### config.mk
export PLATFORM = sky130hd
export DESIGN_NAME = data_mem_bridge
export DESIGN_NICKNAME = d
export VERILOG_FILES = /design/src/rtl/mem_pkg.sv /design/src/rtl/load_align.sv /design/src/rtl/data_mem_bridge.sv
export SDC_FILE = /design/constraint.sdc
export NUM_CORES = 1
export LEC_CHECK = 0
export CAP_MARGIN = 20
export CORE_AREA = 2 2 116 118
export CTS_CLUSTER_SIZE = 16
export DETAILED_ROUTE_END_ITERATION = 8
export DIE_AREA = 0 0 118 120
export MAX_ROUTING_LAYER = met4
export PLACE_DENSITY = 0.82
export SYNTH_ARGS = -nofsm -noshare
export SYNTH_HDL_FRONTEND = slang
export SYNTH_SLANG_ARGS = --single-unit
### constraint.sdc
create_clock -name clk -period 2.3 [get_ports clk]
set_input_delay 0.345 -clock clk [delete_from_list [all_inputs] [get_ports clk]]
set_output_delay 0.345 -clock clk [all_outputs]
set_load 0.02 [all_outputs]
### src/rtl/mem_pkg.sv
// mem_pkg: shared definitions for the data-memory bus bridge.
//   - funct3 load/store size/sign encodings
//   - bridge_state_t: bridge FSM states
//   - be_gen:       byte enables of a store for a given size and byte offset
//   - is_aligned:   size/offset legality check (unknown funct3 codes are illegal)
//   - store_lanes:  replicate store data across all lanes its size can land on
package mem_pkg;

    localparam logic [2:0] F3_B  = 3'b000;
    localparam logic [2:0] F3_H  = 3'b001;
    localparam logic [2:0] F3_W  = 3'b010;
    localparam logic [2:0] F3_BU = 3'b100;
    localparam logic [2:0] F3_HU = 3'b101;

    typedef enum logic [1:0] {
        IDLE = 2'd0,
        BUSY = 2'd1,
        DONE = 2'd2
    } bridge_state_t;

    // funct3[1:0] carries the access size for both signed and unsigned codes.
    function automatic logic [3:0] be_gen(input logic [2:0] f3, input logic [1:0] lo);
        case (f3[1:0])
            2'b00:   be_gen = 4'b0001 << lo;
            2'b01:   be_gen = lo[1] ? 4'b1100 : 4'b0011;
            default: be_gen = 4'b1111;
        endcase
    endfunction

    function automatic logic is_aligned(input logic [2:0] f3, input logic [1:0] lo);
        case (f3)
            F3_B, F3_BU: is_aligned = 1'b1;
            F3_H, F3_HU: is_aligned = ~lo[0];
            F3_W:        is_aligned = (lo == 2'b00);
            default:     is_aligned = 1'b0;
        endcase
    endfunction

    function automatic logic [31:0] store_lanes(input logic [2:0] f3, input logic [31:0] data);
        case (f3[1:0])
            2'b00:   store_lanes = {4{data[7:0]}};
            2'b01:   store_lanes = {2{data[15:0]}};
            default: store_lanes = data;
        endcase
    endfunction

endpackage

### src/rtl/load_align.sv
// load_align: picks the addressed byte/halfword out of a bus read word and
// sign- or zero-extends it to 32 bits. Purely combinational.
//   word     in  32  raw word from the bus
//   funct3   in  3   load size/sign code
//   byte_sel in  2   byte offset of the access within the word
//   data     out 32  formatted load result
module load_align
    import mem_pkg::*;
(
    input  logic [31:0] word,
    input  logic [2:0]  funct3,
    input  logic [1:0]  byte_sel,
    output logic [31:0] data
);

    logic [7:0]  lane_byte;
    logic [15:0] lane_half;

    always_comb begin
        lane_byte = word[8*byte_sel +: 8];
        lane_half = byte_sel[1] ? word[31:16] : word[15:0];
        case (funct3)
            F3_B:    data = {{24{lane_byte[7]}}, lane_byte};
            F3_BU:   data = {24'h0, lane_byte};
            F3_H:    data = {{16{lane_half[15]}}, lane_half};
            F3_HU:   data = {16'h0, lane_half};
            F3_W:    data = word;
            default: data = 32'h0;
        endcase
    end

endmodule

### src/rtl/data_mem_bridge.sv
// data_mem_bridge: converts the core's one-cycle load/store port into a
// valid/ack transaction on a variable-latency memory bus, stalling the core
// until the access completes. Misaligned accesses are dropped with a pulse;
// hung or failed transactions finish with an error pulse and zero load data.
//   clk, reset (async, active low)
//   rd_en, wr_en, addr, wdata, funct3        core request side
//   rdata, stall, misalign, bus_err_o        core response side
//   bus_req, bus_we, bus_addr, bus_wdata, bus_be   bus request (registered)
//   bus_ack, bus_rdata, bus_err              bus response
module data_mem_bridge
    import mem_pkg::*;
#(
    parameter int TIMEOUT = 255
) (
    input  logic        clk,
    input  logic        reset,
    input  logic        rd_en,
    input  logic        wr_en,
    input  logic [31:0] addr,
    input  logic [31:0] wdata,
    input  logic [2:0]  funct3,
    output logic [31:0] rdata,
    output logic        stall,
    output logic        misalign,
    output logic        bus_err_o,
    output logic        bus_req,
    output logic        bus_we,
    output logic [31:0] bus_addr,
    output logic [31:0] bus_wdata,
    output logic [3:0]  bus_be,
    input  logic        bus_ack,
    input  logic [31:0] bus_rdata,
    input  logic        bus_err
);

    localparam int CW = $clog2(TIMEOUT + 1);
    localparam logic [CW-1:0] LAST_WAIT = CW'(TIMEOUT - 1);

    bridge_state_t state;
    logic [CW-1:0] wait_cnt;
    logic [2:0]    f3_q;
    logic [1:0]    lo_q;
    logic [31:0]   load_data;
    logic          access;
    logic          aligned;

    assign access  = rd_en | wr_en;
    assign aligned = is_aligned(funct3, addr[1:0]);

    // The core must freeze in the very cycle it presents a legal access,
    // before the registered bus request is even visible.
    assign stall = reset & (((state == IDLE) & access & aligned) | (state == BUSY));

    load_align u_load_align (
        .word     (bus_rdata),
        .funct3   (f3_q),
        .byte_sel (lo_q),
        .data     (load_data)
    );

    // Ack takes priority over the timeout so an ack in the last allowed
    // cycle still completes cleanly.
    always_ff @(posedge clk or negedge reset) begin
        if (!reset) begin
            state     <= IDLE;
            wait_cnt  <= '0;
            f3_q      <= 3'b000;
            lo_q      <= 2'b00;
            rdata     <= 32'h0;
            misalign  <= 1'b0;
            bus_err_o <= 1'b0;
            bus_req   <= 1'b0;
            bus_we    <= 1'b0;
            bus_addr  <= 32'h0;
            bus_wdata <= 32'h0;
            bus_be    <= 4'h0;
        end else begin
            misalign  <= 1'b0;
            bus_err_o <= 1'b0;
            case (state)
                IDLE: begin
                    if (access) begin
                        if (aligned) begin
                            bus_req   <= 1'b1;
                            bus_we    <= wr_en;
                            bus_addr  <= {addr[31:2], 2'b00};
                            bus_be    <= wr_en ? be_gen(funct3, addr[1:0]) : 4'b1111;
                            bus_wdata <= wr_en ? store_lanes(funct3, wdata) : 32'h0;
                            f3_q      <= funct3;
                            lo_q      <= addr[1:0];
                            wait_cnt  <= '0;
                            state     <= BUSY;
                        end else begin
                            misalign  <= 1'b1;
                            rdata     <= 32'h0;
                        end
                    end
                end
                BUSY: begin
                    if (bus_ack) begin
                        bus_req   <= 1'b0;
                        rdata     <= (bus_we | bus_err) ? 32'h0 : load_data;
                        bus_err_o <= bus_err;
                        state     <= DONE;
                    end else if (wait_cnt == LAST_WAIT) begin
                        bus_req   <= 1'b0;
                        bus_err_o <= 1'b1;
                        rdata     <= 32'h0;
                        wait_cnt  <= wait_cnt + CW'(1);
                        state     <= DONE;
                    end else begin
                        wait_cnt  <= wait_cnt + CW'(1);
                    end
                end
                DONE: begin
                    state <= IDLE;
                end
                default: begin
                    state <= IDLE;
                end
            endcase
        end
    end

endmodule

==> metrics.yaml <==
timing:
  grt_setup_unrepaired: "no"
  finClkSkew_ns: 0.00592
  setup_tns_ns: 0
  fmaxAchievable_mhz: 454
  slew_headroom_pct: 55.2
  period_minus_slack_ns: 2.20
  hold_viol_final: 0
  final-setup-viol-count: 0
  slew_viol_final: 0
  finalCritPeriodShare_pct: 95.8
  tightestPinTransition_ns: 0.670
synth:
  synthTopCellsByArea: "dfrtp_1, nand2_1, a22o_1, mux2i_1, o21ai_1"
  yosysSeqAreaShare_pct: 52.9
  synthFlopType: "dfrtp_1"
  synthArstFlopShare_pct: 100
  ys_ff_latch: 117
  synthesis.area_um2: 5530
  yosysTopAreaCellShare_pct: 52.9
  syn_inst: 558
  yosysWarnings: 0
  synth.distinct_cells: 48
  yosysTopAreaCell: "dfrtp_1"
  syn-mean-instance-area_um2: 9.92
  synth-edff-count: 0
global_route:
  grt_pass1_wl_um: 27600
  antenna_found_initial: 0
  gr-usage-all-layers_pct: 25.5
  grt_max_degree: 118
  grt_pass1_vias: 5274
  overflow: 0
pwr:
  vdd.ir_drop.worst_mv: 0.678
  p_leak_nw: 3.72
  power_density_nw_per_um2: 1240
  power.total_mw: 10.4
setup_path:
  arrival_ns: 1.86
  max_stage_delay_ns: 0.49
  worstPathCellList: "clkdlybuf4s50_1, nor4_4, o211a_2, o21a_1, dlygate4sd2_1"
  startpoint_type: "input pin"
  critPathRequiredTime_ns: 1.96
  crit_slowest_cell: "clkdlybuf4s50_1"
  path_max_fanout: 3
  cp-end-kind: "primary output"
  path_class: "input pin to primary output"
routing:
  remaining_drc_errors: 0
  wirelength_um: 16900
  wl_met3_um: 1330
  firstDrtPassIters: 5
  via_per_inst: 5.44
  vias: 5259
  routed-wl-met2_um: 8240
  wl_met1_um: 6960
  routedWlPerCell_um: 17.5
  drt_iter0_drc: 445
  highest_layer: "met4"
  ant_nets: 0
floorplanning:
  fp.dieW_um: 118
  io_pins: 210
  die_h_um: 120
  design.die.area_um2: 14200
  start_util_pct: 42.6
  floorplan.rows: 42
  core_um2: 13000
cells_and_area:
  final_nets: 885
  syn_to_final_growth_pct: 52.4
  diodes: 0
  num-fill-cells: 1037
  drive_above_1_share_pct: 10.3
place:
  dpl.hpwl_um: 12200
  gp_congestion: 0.894
  io_buffer_count: 207
clock_tree:
  clk_pin_slew_ns: 0.05
  cts_tree: "built"
  ctsHtreeMaxLevel: 4
  postCtsSetupBuffers: 0
  cts_buffers: 17
  clock-sinks: 117
  hold_buffers: 0
  cts_resized: 1
  clk_latency_ns: 0.41
  cts.path.max_buffers: 2
  cts-root-buf: "clkbuf_16"
flow_run:
  drv_cap: 0
min_path:
  hold_class: "input pin to asynchronous set/reset pin"
status:
  run_status: "finished, final reports clean"
[cell usage in the layout (no fill, tap or decap), types with 8 or more instances in the layout]
cell	synthesis	final
mux2_2	10	10
o21ai_0	11	11
nand2_1	155	155
a22o_1	33	33
a21oi_1	16	16
clkdlybuf4s50_1	0	205
buf_4	5	32
clkbuf_16	0	17
inv_1	8	8
o211ai_1	19	19
o21ai_1	29	29
dfrtp_1	117	117
mux2i_1	27	27
nor2_1	17	17
[cell type report]
type | count | area, um2 | area share [%]
clock inverter | 3 | 17.5 | 0.208
inverter | 8 | 30.0 | 0.356
sequential | 117 | 2930 | 34.7
multi-input combinational | 394 | 2380 | 28.2
tap | 176 | 220 | 2.61
clock buffer | 28 | 517 | 6.13
timing repair buffer | 240 | 2340 | 27.8
[per-layer routing]
metal,global-route usage (%),vias up
met5,-,-
met4,8.73,0
met3,6.80,30
met2,41.0,258
met1,31.3,2555
li1,-,2416
[registers in the layout, summed over array words and instances (netlist names)]
| register | flops |
|---|---|
| bus_err_o | 1 |
| bus_addr | 30 |
| bus_req | 1 |
| state | 2 |
| bus_be | 4 |
| wait_cnt | 8 |
| bus_wdata | 32 |
| f3_q | 3 |
| misalign | 1 |
| rdata | 32 |
| bus_we | 1 |
| lo_q | 2 |
[logic make-up after synthesis]
kind of cell	synth area share (%)
buffers and inverters	4.36
adder cells (fa/ha/maj)	0.452
AO/OA/AOI/OAI	19.1
multiplexers	6.92
other	0.0678
flip-flops	52.9
AND/OR/NAND/NOR	16.2
[cells in the mapped netlist, drive strengths merged, types with 8 or more instances]
master and number:
nand2 156, dfrtp 117, o21ai 40, a22o 33, buf 31, mux2i 27, o211ai 21, nor2 18
a21oi 16, mux2 10, clkbuf 9, a22oi 8, inv 8
[stage by stage]
stage	setup slack, ns	utilization [%]	cells	hold slack [ns]	cell area, um2
after floorplan	0.365	-	559	0.0494	5540
after global placement	-0.188	60.8	935	0.457	7900
after detailed placement	-0.198	60.8	935	0.461	7900
after CTS	0.0733	64.9	966	0.0706	8430
after global routing	0.0169	64.9	966	0.0917	8430
final	0.0971	64.9	966	0.0376	8430
[power by group]
part | leakage, nW | switching (mW) | internal, mW
sequential | 1.52 | 0.543 | 2.76
clock | 0.260 | 0.857 | 1.51
combinational | 1.94 | 2.56 | 2.19
total | 3.72 | 3.96 | 6.45
[worst paths after layout]
kind | to | slack (ns) | depth (start not counted) | start
worst min-delay path | bus_addr[26] | 0.04 | 2 | reset
min in group clk | bus_addr[11] | 0.46 | 3 | addr[11]
max in group asynchronous | bus_wdata[1] | 1.78 | 2 | reset
worst max-delay path | stall | 0.1 | 5 | funct3[0]
worst max register to register | rdata[21] | 0.30 | 4 | f3_q[0]
worst min register to register | bus_addr[24] | 0.47 | 2 | bus_addr[24]
[critical path: cells and delay by family]
family / cells / cell delay [ns]
AO/OA/AOI/OAI: 2 / 0.36
buffers and inverters: 2 / 0.83
AND/OR/NAND/NOR: 1 / 0.33
Power figures use the tool's default switching activity.
